### src/rtl/bcd_scan_display_if.sv
// -----------------------------------------------------------------------------
// bcd_scan_display_if
// Bundles the value-load inputs and the display-drive outputs of
// bcd_scan_display.
//   load   : capture strobe; bcd_in is sampled while high
//   bcd_in : packed BCD {hundreds[11:8], tens[7:4], units[3:0]}
//   sel    : digit enables, active low (bit0 units, bit1 tens, bit2 hundreds)
//   seg    : segments, active low, {dp,g,f,e,d,c,b,a}
//   err    : displayed value contains a nibble greater than 9
// Modports: master = the block supplying values and watching the display,
//           slave  = the display driver itself.
// -----------------------------------------------------------------------------
interface bcd_scan_display_if;
  logic        load;
  logic [11:0] bcd_in;
  logic [2:0]  sel;
  logic [7:0]  seg;
  logic        err;

  modport master (output load, output bcd_in, input sel, input seg, input err);
  modport slave  (input load, input bcd_in, output sel, output seg, output err);
endinterface

### src/rtl/bcd_scan_display.sv
// -----------------------------------------------------------------------------
// bcd_scan_display
// Multiplexed 3-digit common-anode 7-segment driver. A loaded BCD value is
// held in a shadow register and only copied to the displayed value when the
// scan re-enters the units slot, so a frame never mixes old and new digits.
// Each digit slot lasts SCAN_DIV cycles and starts with BLANK_CYC cycles with
// every digit disabled to suppress ghosting.
//
// Ports:
//   i_clk   : system clock, rising edge
//   i_rst_n : asynchronous active-low reset
//   bus_if  : bcd_scan_display_if.slave (load, bcd_in in; sel, seg, err out)
// Parameters:
//   SCAN_DIV  : cycles per digit slot (>= 4 and > BLANK_CYC+1)
//   BLANK_CYC : blank cycles at the start of each slot
// Build option:
//   LEADING_ZERO_BLANK_EN : when defined, a zero hundreds digit is blanked, and
//                           the tens digit is blanked when hundreds and tens
//                           are both zero. Units is never blanked.
// -----------------------------------------------------------------------------
module bcd_scan_display #(
  parameter int SCAN_DIV  = 50000,
  parameter int BLANK_CYC = 16
) (
  input  logic               i_clk,
  input  logic               i_rst_n,
  bcd_scan_display_if.slave  bus_if
);

  localparam int CNT_W = (SCAN_DIV > 1) ? $clog2(SCAN_DIV) : 1;
  localparam logic [CNT_W-1:0] CNT_LAST  = CNT_W'(SCAN_DIV - 1);
  localparam logic [CNT_W-1:0] BLANK_END = CNT_W'(BLANK_CYC);

  typedef enum logic [1:0] {
    SCAN_U = 2'd0,
    SCAN_T = 2'd1,
    SCAN_H = 2'd2
  } scan_state_t;

  scan_state_t      r_state;
  scan_state_t      w_state_next;
  logic [CNT_W-1:0] r_cnt;
  logic [11:0]      r_shadow;
  logic [11:0]      r_display;
  logic             r_pending;
  logic             r_err;
  logic [2:0]       r_sel;
  logic [7:0]       r_seg;
  logic [2:0]       w_sel_next;
  logic [7:0]       w_seg_next;

  logic             w_tick;
  logic             w_commit;
  logic [2:0]       w_shadow_gt9;
  logic [2:0]       w_lz_blank;
  logic [7:0]       w_digit_seg [3];

  // Active-low segment code for one nibble; 10..15 show a dash.
  function automatic logic [7:0] f_seg7(input logic [3:0] nib);
    logic [7:0] seg;
    case (nib)
      4'd0:    seg = 8'hC0;
      4'd1:    seg = 8'hF9;
      4'd2:    seg = 8'hA4;
      4'd3:    seg = 8'hB0;
      4'd4:    seg = 8'h99;
      4'd5:    seg = 8'h92;
      4'd6:    seg = 8'h82;
      4'd7:    seg = 8'hF8;
      4'd8:    seg = 8'h80;
      4'd9:    seg = 8'h90;
      default: seg = 8'hBF;
    endcase
    return seg;
  endfunction

  assign w_tick   = (r_cnt == CNT_LAST);
  // Commit only on the tick that leaves the hundreds slot for the units slot.
  assign w_commit = w_tick && (r_state == SCAN_H) && r_pending;

  genvar gi;
  generate
    for (gi = 0; gi < 3; gi++) begin : g_digit
      assign w_shadow_gt9[gi] = (r_shadow[gi*4 +: 4] > 4'd9);
      assign w_digit_seg[gi]  = f_seg7(r_display[gi*4 +: 4]);
    end
  endgenerate

`ifdef LEADING_ZERO_BLANK_EN
  // A nonzero nibble (including >9) is never blanked, so comparing to zero
  // is enough to keep the dash visible.
  assign w_lz_blank = {(r_display[11:8] == 4'd0), (r_display[11:4] == 8'd0), 1'b0};
`else
  assign w_lz_blank = 3'b000;
`endif

  // Slot prescaler.
  always_ff @(posedge i_clk or negedge i_rst_n) begin
    if (!i_rst_n) begin
      r_cnt <= '0;
    end else if (w_tick) begin
      r_cnt <= '0;
    end else begin
      r_cnt <= r_cnt + CNT_W'(1);
    end
  end

  // Shadow capture and frame commit. The commit reads r_shadow before this
  // cycle's load lands, and a same-cycle load keeps pending set so it goes
  // out with the next frame.
  always_ff @(posedge i_clk or negedge i_rst_n) begin
    if (!i_rst_n) begin
      r_shadow  <= '0;
      r_pending <= 1'b0;
      r_display <= '0;
      r_err     <= 1'b0;
    end else begin
      if (w_commit) begin
        r_display <= r_shadow;
        r_err     <= |w_shadow_gt9;
      end
      if (bus_if.load) begin
        r_shadow  <= bus_if.bcd_in;
        r_pending <= 1'b1;
      end else if (w_commit) begin
        r_pending <= 1'b0;
      end
    end
  end

  // Scan FSM state and registered outputs.
  always_ff @(posedge i_clk or negedge i_rst_n) begin
    if (!i_rst_n) begin
      r_state <= SCAN_U;
      r_sel   <= 3'b111;
      r_seg   <= 8'hFF;
    end else begin
      r_state <= w_state_next;
      r_sel   <= w_sel_next;
      r_seg   <= w_seg_next;
    end
  end

  always_comb begin
    logic [2:0] act_sel;
    logic [7:0] act_seg;
    logic       act_blank;
    w_state_next = r_state;
    act_sel      = 3'b111;
    act_seg      = 8'hFF;
    act_blank    = 1'b1;
    case (r_state)
      SCAN_U: begin
        if (w_tick) w_state_next = SCAN_T;
        act_sel   = 3'b110;
        act_seg   = w_digit_seg[0];
        act_blank = w_lz_blank[0];
      end
      SCAN_T: begin
        if (w_tick) w_state_next = SCAN_H;
        act_sel   = 3'b101;
        act_seg   = w_digit_seg[1];
        act_blank = w_lz_blank[1];
      end
      SCAN_H: begin
        if (w_tick) w_state_next = SCAN_U;
        act_sel   = 3'b011;
        act_seg   = w_digit_seg[2];
        act_blank = w_lz_blank[2];
      end
      default: begin
        w_state_next = SCAN_U;
      end
    endcase

    w_sel_next = 3'b111;
    w_seg_next = 8'hFF;
    if (r_cnt >= BLANK_END) begin
      // The digit stays enabled when leading-zero blanked; only its segments go dark.
      w_sel_next = act_sel;
      w_seg_next = act_blank ? 8'hFF : act_seg;
    end
  end

  assign bus_if.sel = r_sel;
  assign bus_if.seg = r_seg;
  assign bus_if.err = r_err;

endmodule

### src/flat_wrapper.sv
// flat-port wrapper written by rule: the top's interface ports become plain ports
module bcd_scan_display_flat 
#(
  parameter int SCAN_DIV  = 50000,
  parameter int BLANK_CYC = 16
)
  (i_clk, i_rst_n, bus_if_load, bus_if_bcd_in, bus_if_sel, bus_if_seg, bus_if_err);
  bcd_scan_display_if bus_if_i ();
  input  logic i_clk;
  input  logic i_rst_n;
  input wire logic [$bits(bus_if_i.load)-1:0] bus_if_load;
  input wire logic [$bits(bus_if_i.bcd_in)-1:0] bus_if_bcd_in;
  output wire logic [$bits(bus_if_i.sel)-1:0] bus_if_sel;
  output wire logic [$bits(bus_if_i.seg)-1:0] bus_if_seg;
  output wire logic [$bits(bus_if_i.err)-1:0] bus_if_err;
  assign bus_if_i.load = bus_if_load;
  assign bus_if_i.bcd_in = bus_if_bcd_in;
  assign bus_if_sel = bus_if_i.sel;
  assign bus_if_seg = bus_if_i.seg;
  assign bus_if_err = bus_if_i.err;
  bcd_scan_display #(.SCAN_DIV(SCAN_DIV), .BLANK_CYC(BLANK_CYC)) u_core (.i_clk(i_clk), .i_rst_n(i_rst_n), .bus_if(bus_if_i));
endmodule
### config.mk
export PLATFORM = sky130hd
export DESIGN_NAME = bcd_scan_display_flat
export DESIGN_NICKNAME = d
export VERILOG_FILES = /design/src/rtl/bcd_scan_display_if.sv /design/src/rtl/bcd_scan_display.sv /design/src/flat_wrapper.sv
export SDC_FILE = /design/constraint.sdc
export NUM_CORES = 1
export LEC_CHECK = 0
export CORE_UTILIZATION = 45
export CTS_BUF_LIST = sky130_fd_sc_hd__clkbuf_8
export CTS_CLUSTER_DIAMETER = 100
export CTS_CLUSTER_SIZE = 10
export DETAILED_ROUTE_END_ITERATION = 10
export GPL_TIMING_DRIVEN = 0
export PLACE_DENSITY_LB_ADDON = 0.1
export SLEW_MARGIN = 30
export SYNTH_ARGS = -nofsm -noshare
export SYNTH_HDL_FRONTEND = slang
export SYNTH_SLANG_ARGS = --single-unit
### constraint.sdc
create_clock -name i_clk -period 2.9 [get_ports i_clk]
set_input_delay 0.725 -clock i_clk [delete_from_list [all_inputs] [get_ports i_clk]]
set_output_delay 0.725 -clock i_clk [all_outputs]
set_load 0.02 [all_outputs]
==> results.cfg <==
[status]
status = complete, no violations

[worst_setup_path]
cp_max_fo = 10
crit_chain = or4_4 > nor4_4 > and3_1 > buf_4 > buf_6 > mux2_1
worst_path_max_delay_cell = or4_4
worstPathArrival_ns = 2.52
cp_num_buf_inv = 2
crit_required_ns = 3.10
startpoint_type = flip-flop
r2r_start = u_core.r_cnt[11]$_DFF_PN0_
worst-setup-path-type = flip-flop to flip-flop
cp-end-kind = flip-flop
startpoint = u_core.r_cnt[11]$_DFF_PN0_
crit_family = simple AND/OR/NAND/NOR gates
cpPeakStageDelay_ns = 0.56

[global_routing]
grt_pass1_vias = 1804
gr-total-overflow = 0
antenna_found_initial = 0
grt.total_usage_pct = 17.6
grt_max_degree = 30
grt_pass1_wl_mm = 8.67

[cells_and_area]
nNetsFinal = 321
fillers = 532
seqCellArea_mm2 = 0.00136
multiInputGateArea_mm2 = 0.00135
area_growth_pct = 16.4
drive_above_1_share_pct = 14.3
diodes = 0

[sta]
finClkSkew_ns = 0.00877
setup_viol = 0
worst_slew_pin_slew_ns = 0.606
hold_viol = 0
slew_violations = 0
maxSlewHeadroom_pct = 59.3
min_period_ns = 2.32
finalCritPeriodShare_pct = 80.0
setup_ws_ns = 0.581
grt_setup_unrepaired = false
fin_hold_ws_ns = 0.311
fmax_mhz = 431

[synth]
synth_top_cells_by_count = dfrtp_1, ha_1, mux2_2, nor2_1, inv_1
ys_seq_area_share_pct = 48.4
synth_nets = 288
synthFlopType = dfrtp_1
ys_types = 43
syn_inst = 253
netlist_top_cells_area = dfrtp_1, dfstp_2, ha_1
ys_ff_latch = 54
synth_most_common_cell = dfrtp_1
synth_area_mm2 = 0.00282
yosysTopAreaCellShare_pct = 39.1
yosys.area.top_type = dfrtp_1
synth_edf_count = 0
yosys_warnings = 0
synthArstFlopShare_pct = 100
syn_avg_cell_area_um2 = 11.1

[placement]
dp_hpwl_mm = 3.69
port_buffers = 25
place_ws_ns = 0.570
gp_congestion = 0.820

[cts]
cts_buffers = 5
cts_tree = done
post_cts_buffers = 0
cts_root_buffer = clkbuf_8
htreeDepth = 2
cts_resized = 0
path_clk_slew_ns = 0.10
cts_max_path_buffers = 2
ctsHoldBuffers = 0
clk_latency_ns = 0.31
clock-sinks = 54

[drt]
vias = 1900
post_drt_wl_per_cell_um = 13.8
antenna_left = 0
drt_pass1_iterations = 4
routed_wl_mm = 5.01
route.detailed.drc = 0
drt-vias-per-instance = 5.25
drt_iter0_markers = 41

[floorplanning]
pin_count = 27
fp.dieW_um = 81.1
die_h_um = 81.1
core_mm2 = 0.00599
design.die.area_mm2 = 0.00658
initial_utilization_pct = 47.0
rows = 28

[power_and_ir_drop]
irDropWorstVdd_uv = 250
power.density_mw_per_mm2 = 396
power_uw = 1300
leakagePower_uw = 0.00152

[worst_hold_path]
hold_class = input pin to async pin

[flow_run]
maxCapViolCount = 0
-- layout make-up --
type	count	share of cell area, %
well taps	75	2.86
inverters	14	1.60
repair buffers	26	8.17
plain buffers	10	1.64
flip-flops and latches	54	41.6
multi-input cells	175	41.1
clock buffers	6	2.52
clock inverters	2	0.497
-- registers in the layout (all words and copies together) (netlist names) --
name,count
u_core.r_pending,1
u_core.r_shadow,12
u_core.bus_if.seg,7
u_core.r_state,2
u_core.r_display,12
u_core.r_cnt,16
u_core.bus_if.err,1
u_core.bus_if.sel,3
-- kinds of logic after synthesis --
| kind of cell | share of synthesized area, % |
|---|---|
| xor+xnor | 4.36 |
| mux | 11.4 |
| fa+ha+maj | 8.89 |
| compound gates | 9.02 |
| buf+inv | 3.78 |
| other cells | 0.133 |
| simple gates | 14.0 |
| flops | 48.4 |
-- worst paths after layout --
| check | end | slack (ns) | cells after the start |
|---|---|---|---|
| max | u_core.r_display[5]$_DFFE_PN0P_ | 0.58 | 6 |
| min | u_core.r_cnt[15]$_DFF_PN0_ | 0.31 | 1 |
| max reg2reg | u_core.r_display[5]$_DFFE_PN0P_ | 0.58 | 6 |
| min reg2reg | u_core.r_pending$_DFFE_PN0P_ | 0.48 | 1 |
| max in group asynchronous | u_core.r_display[1]$_DFFE_PN0P_ | 2.15 | 2 |
| min in group i_clk | u_core.r_pending$_DFFE_PN0P_ | 0.48 | 1 |
-- cells in the final DEF (no fill, tap or decap), types with 3 or more instances in the layout --
master,instances
clkdlybuf4s50_1,24
nor3_1,4
nor2b_1,8
nand3_1,7
inv_1,14
o21ai_0,11
mux2_2,15
nor2_1,15
xnor2_1,9
clkbuf_1,5
ha_1,20
xor2_1,5
a21o_1,5
dfstp_2,10
nand2_1,11
nand4_1,10
clkbuf_8,6
mux2_1,10
a21oi_1,10
buf_4,3
nand2b_1,3
mux2i_1,4
dfrtp_1,44
-- power by group --
part           switching (µW)  internal [µW]  total (µW)
Combinational            26.9           36.4        63.3
Clock                     254            197         451
Sequential               11.2            770         781
Total                     292           1000        1300
-- per-layer routing --
layer  track usage (%)  vias to the layer above  share of wire (%)
met5                 0                        -                  0
met4              6.25                        0                1.9
met3              3.71                        9                2.8
met2              25.0                       31                 43
met1              26.1                      905                 52
li1                  -                      955                  -
-- stage by stage --
stage	setup TNS, ns	util [%]	area [µm²]	std cells
2_1_floorplan	0	-	2820	253
3_3_place_gp	-23.46	52.7	3160	353
3_5_place_dp	0	53.0	3180	354
4_1_cts	0	54.7	3280	362
5_1_grt	0	54.7	3280	362
6_report	0	54.7	3280	362
No activity file was read; power rests on OpenSTA's default activity.
